$ cat src/rtl/xilinx_dram_fifo_pkg.sv
// xilinx_dram_fifo_pkg: legal LUTRAM depths and pointer sizing shared by the FIFO files.
package xilinx_dram_fifo_pkg;

    localparam int DEPTH_LOG2_RAM32  = 5;
    localparam int DEPTH_LOG2_RAM64  = 6;
    localparam int DEPTH_LOG2_RAM128 = 7;

    function automatic int ptr_w(input int depth_log2);
        return depth_log2 + 1;
    endfunction

    function automatic bit depth_ok(input int depth_log2);
        return depth_log2 == DEPTH_LOG2_RAM32 || depth_log2 == DEPTH_LOG2_RAM64 ||
               depth_log2 == DEPTH_LOG2_RAM128;
    endfunction

endpackage

$ cat src/rtl/xilinx_dram_fifo_mem.sv
// xilinx_dram_fifo_mem: bare sync-write/async-read array, one $__XILINX_RAM{32,64,128}X1D per bit.
module xilinx_dram_fifo_mem #(
    parameter int WIDTH      = 8,
    parameter int DEPTH_LOG2 = 6
) (
    input  logic                  clk1,
    input  logic                  b1_en,
    input  logic [DEPTH_LOG2-1:0] b1_addr,
    input  logic [WIDTH-1:0]      b1_data,
    input  logic [DEPTH_LOG2-1:0] a1_addr,
    output logic [WIDTH-1:0]      a1_data
);

    logic [WIDTH-1:0] mem [2**DEPTH_LOG2];

    always_ff @(posedge clk1)
        if (b1_en) mem[b1_addr] <= b1_data;

    assign a1_data = mem[a1_addr];

endmodule

$ cat src/rtl/xilinx_dram_fifo.sv
// xilinx_dram_fifo: single-clock FIFO on distributed RAM with a registered read stage.
// Define XILINX_DRAM_FIFO_ERR_EN to add sticky OVERFLOW/UNDERFLOW outputs.
module xilinx_dram_fifo
    import xilinx_dram_fifo_pkg::*;
#(
    parameter int WIDTH       = 8,
    parameter int DEPTH_LOG2  = 6,
    parameter int AFULL_LEVEL = (1 << DEPTH_LOG2) - 4
) (
    input  logic                  CLK1,
    input  logic                  ARST,
    input  logic                  WR_EN,
    input  logic [WIDTH-1:0]      WR_DATA,
    output logic                  FULL,
    output logic                  ALMOST_FULL,
    input  logic                  RD_EN,
    output logic [WIDTH-1:0]      RD_DATA,
    output logic                  RD_VALID,
    output logic                  EMPTY,
`ifdef XILINX_DRAM_FIFO_ERR_EN
    output logic                  OVERFLOW,
    output logic                  UNDERFLOW,
`endif
    output logic [DEPTH_LOG2:0]   COUNT
);

    typedef logic [ptr_w(DEPTH_LOG2)-1:0] ptr_t;

    localparam ptr_t AFULL = ptr_t'(AFULL_LEVEL);

    if (!depth_ok(DEPTH_LOG2)) begin : g_bad_depth
        $error("xilinx_dram_fifo: DEPTH_LOG2 must be 5, 6 or 7");
    end
    if (AFULL_LEVEL < 1 || AFULL_LEVEL > (1 << DEPTH_LOG2)) begin : g_bad_afull
        $error("xilinx_dram_fifo: AFULL_LEVEL out of range");
    end

    ptr_t             wptr_q, wptr_d, rptr_q, rptr_d, count;
    logic [WIDTH-1:0] rd_data_q, rd_data_d, a1_data;
    logic             rd_valid_q, rd_valid_d, wr_acc, rd_acc;

    assign count       = wptr_q - rptr_q;
    assign EMPTY       = wptr_q == rptr_q;
    assign FULL        = (wptr_q[DEPTH_LOG2-1:0] == rptr_q[DEPTH_LOG2-1:0]) &&
                         (wptr_q[DEPTH_LOG2] != rptr_q[DEPTH_LOG2]);
    assign ALMOST_FULL = count >= AFULL;
    assign COUNT       = count;
    assign RD_DATA     = rd_data_q;
    assign RD_VALID    = rd_valid_q;

    // A read while full frees the slot the simultaneous write lands in.
    always_comb begin
        wr_acc     = WR_EN && (!FULL || RD_EN);
        rd_acc     = RD_EN && !EMPTY;
        wptr_d     = wptr_q + ptr_t'(wr_acc);
        rptr_d     = rptr_q + ptr_t'(rd_acc);
        rd_valid_d = rd_acc;
        rd_data_d  = rd_acc ? a1_data : rd_data_q;
    end

    always_ff @(posedge CLK1 or posedge ARST) begin
        if (ARST) begin
            wptr_q     <= '0;
            rptr_q     <= '0;
            rd_valid_q <= 1'b0;
            rd_data_q  <= '0;
        end else begin
            wptr_q     <= wptr_d;
            rptr_q     <= rptr_d;
            rd_valid_q <= rd_valid_d;
            rd_data_q  <= rd_data_d;
        end
    end

    xilinx_dram_fifo_mem #(.WIDTH(WIDTH), .DEPTH_LOG2(DEPTH_LOG2)) u_mem (
        .clk1    (CLK1),
        .b1_en   (wr_acc),
        .b1_addr (wptr_q[DEPTH_LOG2-1:0]),
        .b1_data (WR_DATA),
        .a1_addr (rptr_q[DEPTH_LOG2-1:0]),
        .a1_data (a1_data)
    );

`ifdef XILINX_DRAM_FIFO_ERR_EN
    logic overflow_q, overflow_d, underflow_q, underflow_d;

    always_comb begin
        overflow_d  = overflow_q || (WR_EN && FULL && !RD_EN);
        underflow_d = underflow_q || (RD_EN && EMPTY);
    end

    always_ff @(posedge CLK1 or posedge ARST) begin
        if (ARST) begin
            overflow_q  <= 1'b0;
            underflow_q <= 1'b0;
        end else begin
            overflow_q  <= overflow_d;
            underflow_q <= underflow_d;
        end
    end

    assign OVERFLOW  = overflow_q;
    assign UNDERFLOW = underflow_q;
`else
    // Rejected requests are dropped without any record.
`endif

endmodule

$ cat config.mk
export PLATFORM = sky130hd
export DESIGN_NAME = xilinx_dram_fifo
export DESIGN_NICKNAME = d
export VERILOG_FILES = /design/src/rtl/xilinx_dram_fifo_pkg.sv /design/src/rtl/xilinx_dram_fifo_mem.sv /design/src/rtl/xilinx_dram_fifo.sv
export SDC_FILE = /design/constraint.sdc
export NUM_CORES = 1
export LEC_CHECK = 0
export BUFFER_PORTS_ARGS = -buffer_cell sky130_fd_sc_hd__buf_2
export CAP_MARGIN = 20
export CORE_MARGIN = 3
export CORE_UTILIZATION = 45
export CTS_BUF_LIST = sky130_fd_sc_hd__clkbuf_8
export CTS_CLUSTER_SIZE = 16
export DETAILED_ROUTE_END_ITERATION = 16
export SYNTH_ARGS = -nofsm -noshare
export SYNTH_HDL_FRONTEND = slang
export SYNTH_SLANG_ARGS = --single-unit
$ cat constraint.sdc
create_clock -name CLK1 -period 3.4 [get_ports CLK1]
set_clock_uncertainty 0.2 [all_clocks]
set_input_delay 0.34 -clock CLK1 [delete_from_list [all_inputs] [get_ports CLK1]]
set_output_delay 0.34 -clock CLK1 [all_outputs]
set_load 0.05 [all_outputs]
After elaboration in Yosys (flattened, before gate mapping)
Memories as Yosys holds them, arrays and structs flattened. A register that Yosys moved wholly into a read port is not among the register bits.
Index checks and enable logic that the tools add are counted.
Storage, ports and cells
  register bits: 15
  bits in writable memories: 512
  bits of input ports: 12
  output and inout port bits: 19
  word-level logic and storage cells: 19
  memories: 1
Operators by class
  $add $sub $neg: 3
  $lt $le $gt $ge: 1
  equal/unequal tests: 3
  muxes and demuxes: 2
  reduce and logical (&&, ||, !) cells: 6
Memories
  u_mem.mem: depth 64, width 8, rd ports 1, clocked after memory_dff 1, wr ports 1, RTL line xilinx_dram_fifo_mem.sv:14  | logic [WIDTH-1:0] mem [2**DEPTH_LOG2];
Operator list (count)
  $add A7 B1 Y7: 2
  $eq A7 B7 Y1: 1
  $ge A7 B6 Y1 const B: 1
  $sub A7 B7 Y7: 1
  $eq A6 B6 Y1: 1
  $logic_and A1 B1 Y1: 3
  $logic_not A1 Y1: 2
  $mux W1: 2
  $logic_or A1 B1 Y1: 1
  $ne A1 B1 Y1: 1

Logic depth before layout (Yosys ltp)
Gate-level depths: netlist of the first run.
  depth in word-level cells: 7
  mapped depth: 14

By module
From an unflattened synthesis of the first run, not the netlist that was laid out.
Unflattened totals
  cell total of the unflattened synthesis: 1035
  area, all modules: 21267.9 sq um
Modules (own cells, without submodules)
  xilinx_dram_fifo_mem: times used 1, cells an instance 932, area an instance 20006.7 sq um, sequential area each 15374.7 sq um
  xilinx_dram_fifo: times used 1, cells an instance 103, area an instance 1261.2 sq um, sequential area each 575.6 sq um

Worst setup path after synthesis of the first run
OpenSTA, ideal clock, no wires.
  kind: flip-flop to output port
  start: reg rptr_q[1]
  end: out ALMOST_FULL
  data arrival time: 4.209 ns
  data required time: 2.860 ns
  setup slack: -1.349 ns
  cell stages (with the launch flop): 11
  path buffers: 2
  path through: dfrtp_1 buf_2 inv_1 clkbuf_1 ha_1 nor2b_1 o21a_1 o21a_1 nor2_1 o311ai_0 a41o_1
On the way
  cells in the longest elaborated chain, start to end: 2
RTL lines
  from (decl): RTL line xilinx_dram_fifo.sv:38  | ptr_t wptr_q, wptr_d, rptr_q, rptr_d, count;
  from (signal assigned): RTL line xilinx_dram_fifo.sv:69  | rptr_q <= rptr_d;
  $sub A7 B7 Y7: RTL line xilinx_dram_fifo.sv:42  | assign count = wptr_q - rptr_q;
  named net COUNT[5]: RTL line xilinx_dram_fifo.sv:24  | output logic [DEPTH_LOG2:0] COUNT
  $ge A7 B6 Y1: RTL line xilinx_dram_fifo.sv:46  | assign ALMOST_FULL = count >= AFULL;
  to (decl): RTL line xilinx_dram_fifo.sv:15  | output logic ALMOST_FULL,
The timed path passes the listed nets, and every way through them passes these cells.

Worst setup path in the final report of the first run
  start: reg wptr_q[2]
  end: out ALMOST_FULL
On the way
  cells in the longest elaborated chain, start to end: 2
RTL lines
  from (decl): RTL line xilinx_dram_fifo.sv:38
  from (signal assigned): RTL line xilinx_dram_fifo.sv:68  | wptr_q <= wptr_d;
  $sub A7 B7 Y7: RTL line xilinx_dram_fifo.sv:42
  $ge A7 B6 Y1: RTL line xilinx_dram_fifo.sv:46
No other way between the ends.

==> impl_metrics.csv, run 1 <==
group,metric,value,unit
placement,placed_cells_incl_taps,1676,
power_and_ir_drop,seq_power_share,0.391,
global_routing,grt_first_pass_wirelength,74500,microns
synthesis,synthTopCellsByArea,"edfxtp_1 73%, mux4_2 11%, mux2i_1 3.1%",
synthesis,yosys.area.top_type_share,0.732,
routing,wl_met3,4240,microns
setup_path,crit-reg2reg-launch,"rptr_q[5]",
timing,fmax,304,MHz
power_and_ir_drop,ir_drop,1.59,mV
global_routing,grt.overflow.total,0,
power_and_ir_drop,p_switching,7.10,mW
placement,port_buffers,30,
routing,vias,10800,
synthesis,yosys.area.top_type,"edfxtp_1",
global_routing,grt_max_degree,87,
clock_tree,clock_latency,0.64,ns
synthesis,synth-seq-area-share,0.759,
placement,pre_cts_ws,0.163,ns
timing,worstMarginPinSlew,0.961,ns
hold_path,hold_path.class,"in -> reg",
placement,placed_cell_area,22000,sq um
clock_tree,clock_path_buffers,3,
floorplan,die_area,49300,sq um
setup_path,cp_max_fo,10,
finish,final_cells,1844,
synthesis,synth_edf_count,512,
timing,setup_ws,0.108,ns
setup_path,r2r-end,"u_mem.mem[55][4]",
clock_tree,cts_tree,"built",
synthesis,syn_inst,1059,
routing,highest_layer,"met4",
finish,design_area,23700,sq um
finish,drive_gt1_frac,0.250,
routing,routedWlPerCell,27.1,microns
timing,hold_viol_final,0,
floorplan,num_rows,78,
setup_path,endpoint_kind,"output port",
power_and_ir_drop,p_clk_frac,0.258,
timing,tns,0,ns
global_routing,antenna_found_initial,0,
clock_tree,cts-root-buf,"clkbuf_8",
routing,ant_nets,0,
global_routing,grt_pass1_vias,10900,
setup_path,r2r_slack,0.15,ns
floorplan,core_area,45800,sq um
routing,wirelength_met1,21700,microns
routing,drt_iter0_markers,1292,
timing,rsz0062_at_grt,"yes",
status,status,"complete, no violations",
floorplan,initial_core_util,0.459,
clock_tree,cts.sinks,535,
setup_path,cp_data_arrival_time,2.75,ns
timing,timing.final.crit_share,0.968,
timing,hold_slack,0.0430,ns
setup_path,endpoint,"ALMOST_FULL",
synthesis,synth_fp_nets,1082,
power_and_ir_drop,sw_frac_of_total,0.357,
routing,dr.pass1.iters,6,
timing,slew_headroom,0.359,
synthesis,synth_cell_types,44,
synthesis,syn_area,21000,sq um
synthesis,ys_ff_latch,535,
timing,setup_viol,0,
run,drv_cap,0,
synthesis,async_flop_share,0.0430,
timing,drv_slew,0,
global_routing,track_usage,0.206,
floorplan,ios,31,
placement,place_congestion,0.897,
routing,remaining_drc_errors,0,
finish,seqCellArea,16000,sq um
clock_tree,clkTransAtPathRegs,0.07,ns
setup_path,r2r_cells,9,
setup_path,setup.worst_path.class,"reg -> out",
power_and_ir_drop,p_leak,7.85,nW
finish,layout_common_cells,"512 x edfxtp_1, 104 x mux4_2, 83 x clkbuf_8",
finish,fillers,3641,
synthesis,syn_area_per_cell,19.8,sq um
synthesis,synth-main-ff-cell,"edfxtp_1",
power_and_ir_drop,combPwrFrac,0.351,
finish,fin_nets,1196,
clock_tree,cts_buffers,83,
routing,wl,50000,microns
routing,wl_met2,22600,microns
setup_path,required,2.86,ns
synthesis,synth.yosys.warnings,0,
floorplan,dieHeight,222,microns
power_and_ir_drop,p_int,12.8,mW
setup_path,setup.worst_path.start,"wptr_q[2]",
clock_tree,htree_levels,3,
power_and_ir_drop,p_total,19.9,mW
routing,vias_per_cell,5.83,
floorplan,die_w,222,microns
setup_path,cp-start-kind,"flop",
finish,multiInputGateArea,4740,sq um
placement,hpwl,30200,microns
finish,synthToLayoutAreaGrowth,13.0,%
timing,period_needed,3.29,ns
power_and_ir_drop,powerDensity,838,nW/um^2
finish,fin_util,0.519,
finish,final_common_cell,"edfxtp_1",
==> cell usage after synthesis, types with 5 or more instances <==
library cell and instances:
o21ai_1 11, nand3_1 13, inv_1 12, mux2i_1 64
buf_6 10, buf_2 13, o221ai_1 24, dfrtp_1 23
xnor2_1 9, a21oi_1 29, xor2_1 5, clkbuf_1 19
a22oi_1 11, nand2_1 42, nor2_1 78, buf_1 7
o21ai_0 11, a32oi_1 13, mux4_2 104, edfxtp_1 512
ha_1 10
==> flip-flops by register name (all words and copies together) (netlist names) <==
name       count
RD_DATA        8
u_mem.mem    512
RD_VALID       1
rptr_q         7
wptr_q         7
==> per-layer routing <==
metal | vias to the layer above | global-route usage
li1 | 4587 | -
met1 | 5585 | 0.302
met2 | 495 | 0.305
met3 | 85 | 0.0499
met4 | 0 | 0.0749
met5 | - | 0
==> worst min path at each step <==
stage                from               end  slack (ns)  cells after the start
5_1_grt        WR_DATA[6]  u_mem.mem[24][6]        0.03                      1
4_1_cts        WR_DATA[6]  u_mem.mem[27][6]        0.01                      1
3_3_place_gp    rptr_q[6]         rptr_q[6]        0.28                      1
2_1_floorplan        ARST        RD_DATA[0]        0.14                      1
3_5_place_dp    rptr_q[6]         rptr_q[6]        0.28                      1
6_report       WR_DATA[5]  u_mem.mem[42][5]        0.04                      1
==> power groups by stage <==
stage	Clock [mW]	Combinational [mW]	Sequential [mW]
2_1_floorplan	0	4.68	7.97
3_3_place_gp	0	6.78	7.90
3_5_place_dp	0	6.80	7.90
4_1_cts	5.23	6.96	7.76
5_1_grt	5.57	7.42	7.79
6_report	5.12	6.99	7.77
==> layout make-up <==
cell class	count	share of cell area
clock buffer	83	0.0481
clock inverter	72	0.0182
timing repair buffer	83	0.0276
tap	600	0.0316
antenna	1	0.000105
inverter	14	0.00232
sequential	535	0.672
multi-input combinational	456	0.200
==> what timing repair did <==
action / CTS / global route
hold buffers: 5 / 1
cloned: 0 / 0
endpoints found under the setup margin: 3 / 9
resized for setup: 11 / 4
setup buffers: 3 / 2
endpoints found under the hold margin: 58 / 1
pin swaps: 3 / 5
==> worst max-delay path, cell delays in order, from the launching register on <==
cell      delay [ns]
dfrtp_2         0.49
ha_1            0.37
o21a_1          0.14
o21a_1          0.18
or4_4           0.43
o311ai_4        0.11
a41o_2          0.25
buf_8           0.14
==> cells by family (layout without fill, tap and decap cells) <==
group,Yosys count,count (layout),synth area share
AO/OA/AOI/OAI,111,111,0.0365
XOR/XNOR,14,14,0.00584
adder cells (fa/ha/maj),11,11,0.00691
buffers and inverters,68,252,0.0183
flip-flops,535,535,0.759
multiplexers,168,168,0.142
other,0,1,0
AND/OR/NAND/NOR,152,152,0.0309
No activity file was read; power rests on OpenSTA's default activity.
==> run 2: changes to the inputs <==
Settings changed: ABC_AREA set to 1.
==> run 2 against run 1 <==
Sequential share of layout area fell by 4.3 points. Final cell count is 57% higher. Sequential cell count unchanged. Critical path type unchanged. Critical endpoint unchanged. Highest routed layer unchanged.
==> impl_metrics.csv, run 2 <==
group,metric,value,unit
routing,vias_per_cell,5.21,
synthesis,yosys.area_share.simple,0.214,
floorplan,core_area,49600,sq um
timing,timing.final.crit_share,0.954,
placement,placed_cells_incl_taps,2735,
setup_path,cp_max_fo,22,
routing,wl,57700,microns
timing,slew_headroom,0.359,
clock_tree,cts_tree,"built",
finish,fin_nets,2187,
global_routing,top_usage_layer,"met2",
floorplan,die_area,53500,sq um
setup_path,cp-start-kind,"flop",
power_and_ir_drop,p_leak,10.0,nW
clock_tree,clkTransAtPathRegs,0.06,ns
global_routing,track_usage,0.217,
hold_path,min_from,"WR_DATA[7]",
setup_path,r2r_cells,9,
setup_path,r2r_slack,0.37,ns
setup_path,crit-reg2reg-launch,"rptr_q[3]",
placement,hpwl,34900,microns
finish,design_area,25400,sq um
synthesis,synth-main-ff-cell,"edfxtp_1",
synthesis,async_flop_share,0.0430,
hold_path,min_path_cells,2,
global_routing,use_met3,0.0481,
synthesis,yosys.area_share.adder,0.00635,
synthesis,synthTopCellsByArea,"edfxtp_1 67%, nand2_1 12%, nand3_1 6.2%",
clock_tree,cts.sinks,535,
timing,drv_slew,0,
routing,routedWlPerCell,19.9,microns
synthesis,synth-seq-area-share,0.698,
setup_path,endpoint_kind,"output port",
clock_tree,htree_levels,3,
routing,dr.pass1.iters,5,
finish,fin_util,0.512,
synthesis,yosysMostFrequentCell,"nand2_1",
placement,place_congestion,0.876,
timing,rsz0062_at_grt,"no",
run,drv_cap,0,
floorplan,num_rows,81,
setup_path,max_stage_delay,0.50,ns
setup_path,cp_data_arrival_time,2.70,ns
synthesis,syn_area_per_cell,10.9,sq um
global_routing,antenna_found_initial,1,
synthesis,synth_top_family_by_area,"simple AND/OR/NAND/NOR gates",
setup_path,crit_top_cell,"nand2_1",
synthesis,synthMuxAreaShare,0,
floorplan,die_w,231,microns
global_routing,met2_usage,0.333,
finish,final_cells,2894,
routing,remaining_drc_errors,0,
timing,setup_viol,0,
placement,pre_cts_ws,0.419,ns
synthesis,synth_edf_count,512,
floorplan,dieHeight,231,microns
timing,tns,0,ns
power_and_ir_drop,powerDensity,850,nW/um^2
setup_path,setup.worst_path.class,"reg -> out",
power_and_ir_drop,ir_drop,0.733,mV
finish,final_common_cell,"nand2_1",
floorplan,ios,31,
clock_tree,clock_latency,0.68,ns
timing,worstMarginPinSlew,0.961,ns
clock_tree,cts-root-buf,"clkbuf_8",
routing,ant_nets,0,
placement,port_buffers,30,
clock_tree,cts_buffers,88,
setup_path,cpLargestDelayFamily,"buffers and inverters",
timing,hold_slack,0.0506,ns
clock_tree,clock_path_buffers,3,
global_routing,grt_pass1_vias,14600,
synthesis,synth_fp_nets,2128,
global_routing,grt_first_pass_wirelength,87400,microns
synthesis,ys_ff_latch,535,
synthesis,synth_xor_area_frac,0.00575,
synthesis,synth.top_cells.by_count,"728 x nand2_1, 512 x edfxtp_1, 283 x nand3_1",
global_routing,grt_max_degree,176,
timing,setup_ws,0.156,ns
finish,synthToLayoutAreaGrowth,10.9,%
clock_tree,cts_setup_buffers,0,
timing,hold_viol_final,0,
synthesis,syn_area,22900,sq um
synthesis,synth.yosys.warnings,0,
global_routing,met1_usage,0.311,
setup_path,slowest_stage,"dfrtp_4",
global_routing,grt.overflow.total,0,
hold_path,min_to,"u_mem.mem[51][7]",
floorplan,initial_core_util,0.461,
status,status,"complete, no violations",
finish,layout_common_cells,"728 x nand2_1, 512 x edfxtp_1, 283 x nand3_1",
synthesis,yosys.area.top_type,"edfxtp_1",
finish,regMostFlops,"u_mem.mem",
timing,fmax,308,MHz
synthesis,yosys.area.top_type_share,0.672,
setup_path,crit_chain,"inv_4 > buf_6 > fa_2 > nand2_1 > nand2_1 > a21oi_1 > o21bai_2 > xor2_2 > inv_1 > nand2_1 > buf_4",
placement,placed_cell_area,23700,sq um
hold_path,hold_path.class,"in -> reg",
setup_path,cp_num_buf_inv,4,
synthesis,synth_cell_types,27,
synthesis,syn_inst,2105,
finish,largest_reg_flops,512,
synthesis,synth-compound-area-share,0.0207,
routing,drt_iter0_markers,1412,
setup_path,required,2.86,ns
routing,vias,15100,
finish,drive_gt1_frac,0.0920,
power_and_ir_drop,p_total,21.6,mW
setup_path,r2r-end,"u_mem.mem[50][1]",
timing,period_needed,3.24,ns
==> run 2: how the worst max path moves through the flow <==
stage	cells past startpoint	slack, ns	from	endpoint
6_report	11	0.16	rptr_q[1]	ALMOST_FULL
5_1_grt	11	0.007	rptr_q[1]	ALMOST_FULL
4_1_cts	11	0.02	rptr_q[1]	ALMOST_FULL
3_5_place_dp	8	0.42	wptr_q[5]	u_mem.mem[50][7]
3_3_place_gp	8	0.47	rptr_q[0]	u_mem.mem[21][4]
2_1_floorplan	11	0.04	wptr_q[0]	ALMOST_FULL
==> run 2: logic make-up (layout without fill, tap and decap cells) <==
logic type               after synthesis  after routing
buffers and inverters                292            416
AND/OR/NAND/NOR                     1172           1172
AO/OA/AOI/OAI                         80             80
XOR/XNOR                              15             15
adder cells (fa/ha/maj)               11             11
flip-flops                           535            535
other                                  0              1
==> run 2: area by class of cell <==
class                      instances  area, sq um
timing repair buffer              76          609
tap                              664          831
multi-input combinational       1278         5680
antenna                            1         2.50
inverter                         185          702
clock buffer                      90         1240
sequential                       535        16000
fill                            4446        24200
clock inverter                    65          340
==> run 2: routing by layer <==
layer,vias up,part of all wire
met5,-,0
met4,0,0.029
met3,114,0.079
met2,562,0.45
met1,7247,0.44
li1,7167,-
==> run 2: worst reg2reg max path: cells and delay by family, from the launching register on <==
kind,cells,cell delay [ns]
fa+ha+maj,1,0.36
flops,1,0.37
buf+inv,3,0.31
simple gates,4,1.22
compound gates,1,0.18
==> run 2: report_power, final <==
group | internal [mW] | switching [mW]
clock network | 2.62 | 2.50
logic | 2.28 | 6.35
registers | 7.60 | 0.203
==> run 2: repair_timing <==
| action | 4_1_cts | 5_1_grt |
|---|---|---|
| endpoints found under the setup margin | 2 | 2 |
| hold endpoints to repair | 54 | 0 |
| resized for setup | 3 | 1 |
| pin swaps | 0 | 0 |
| hold buffers | 3 | 0 |
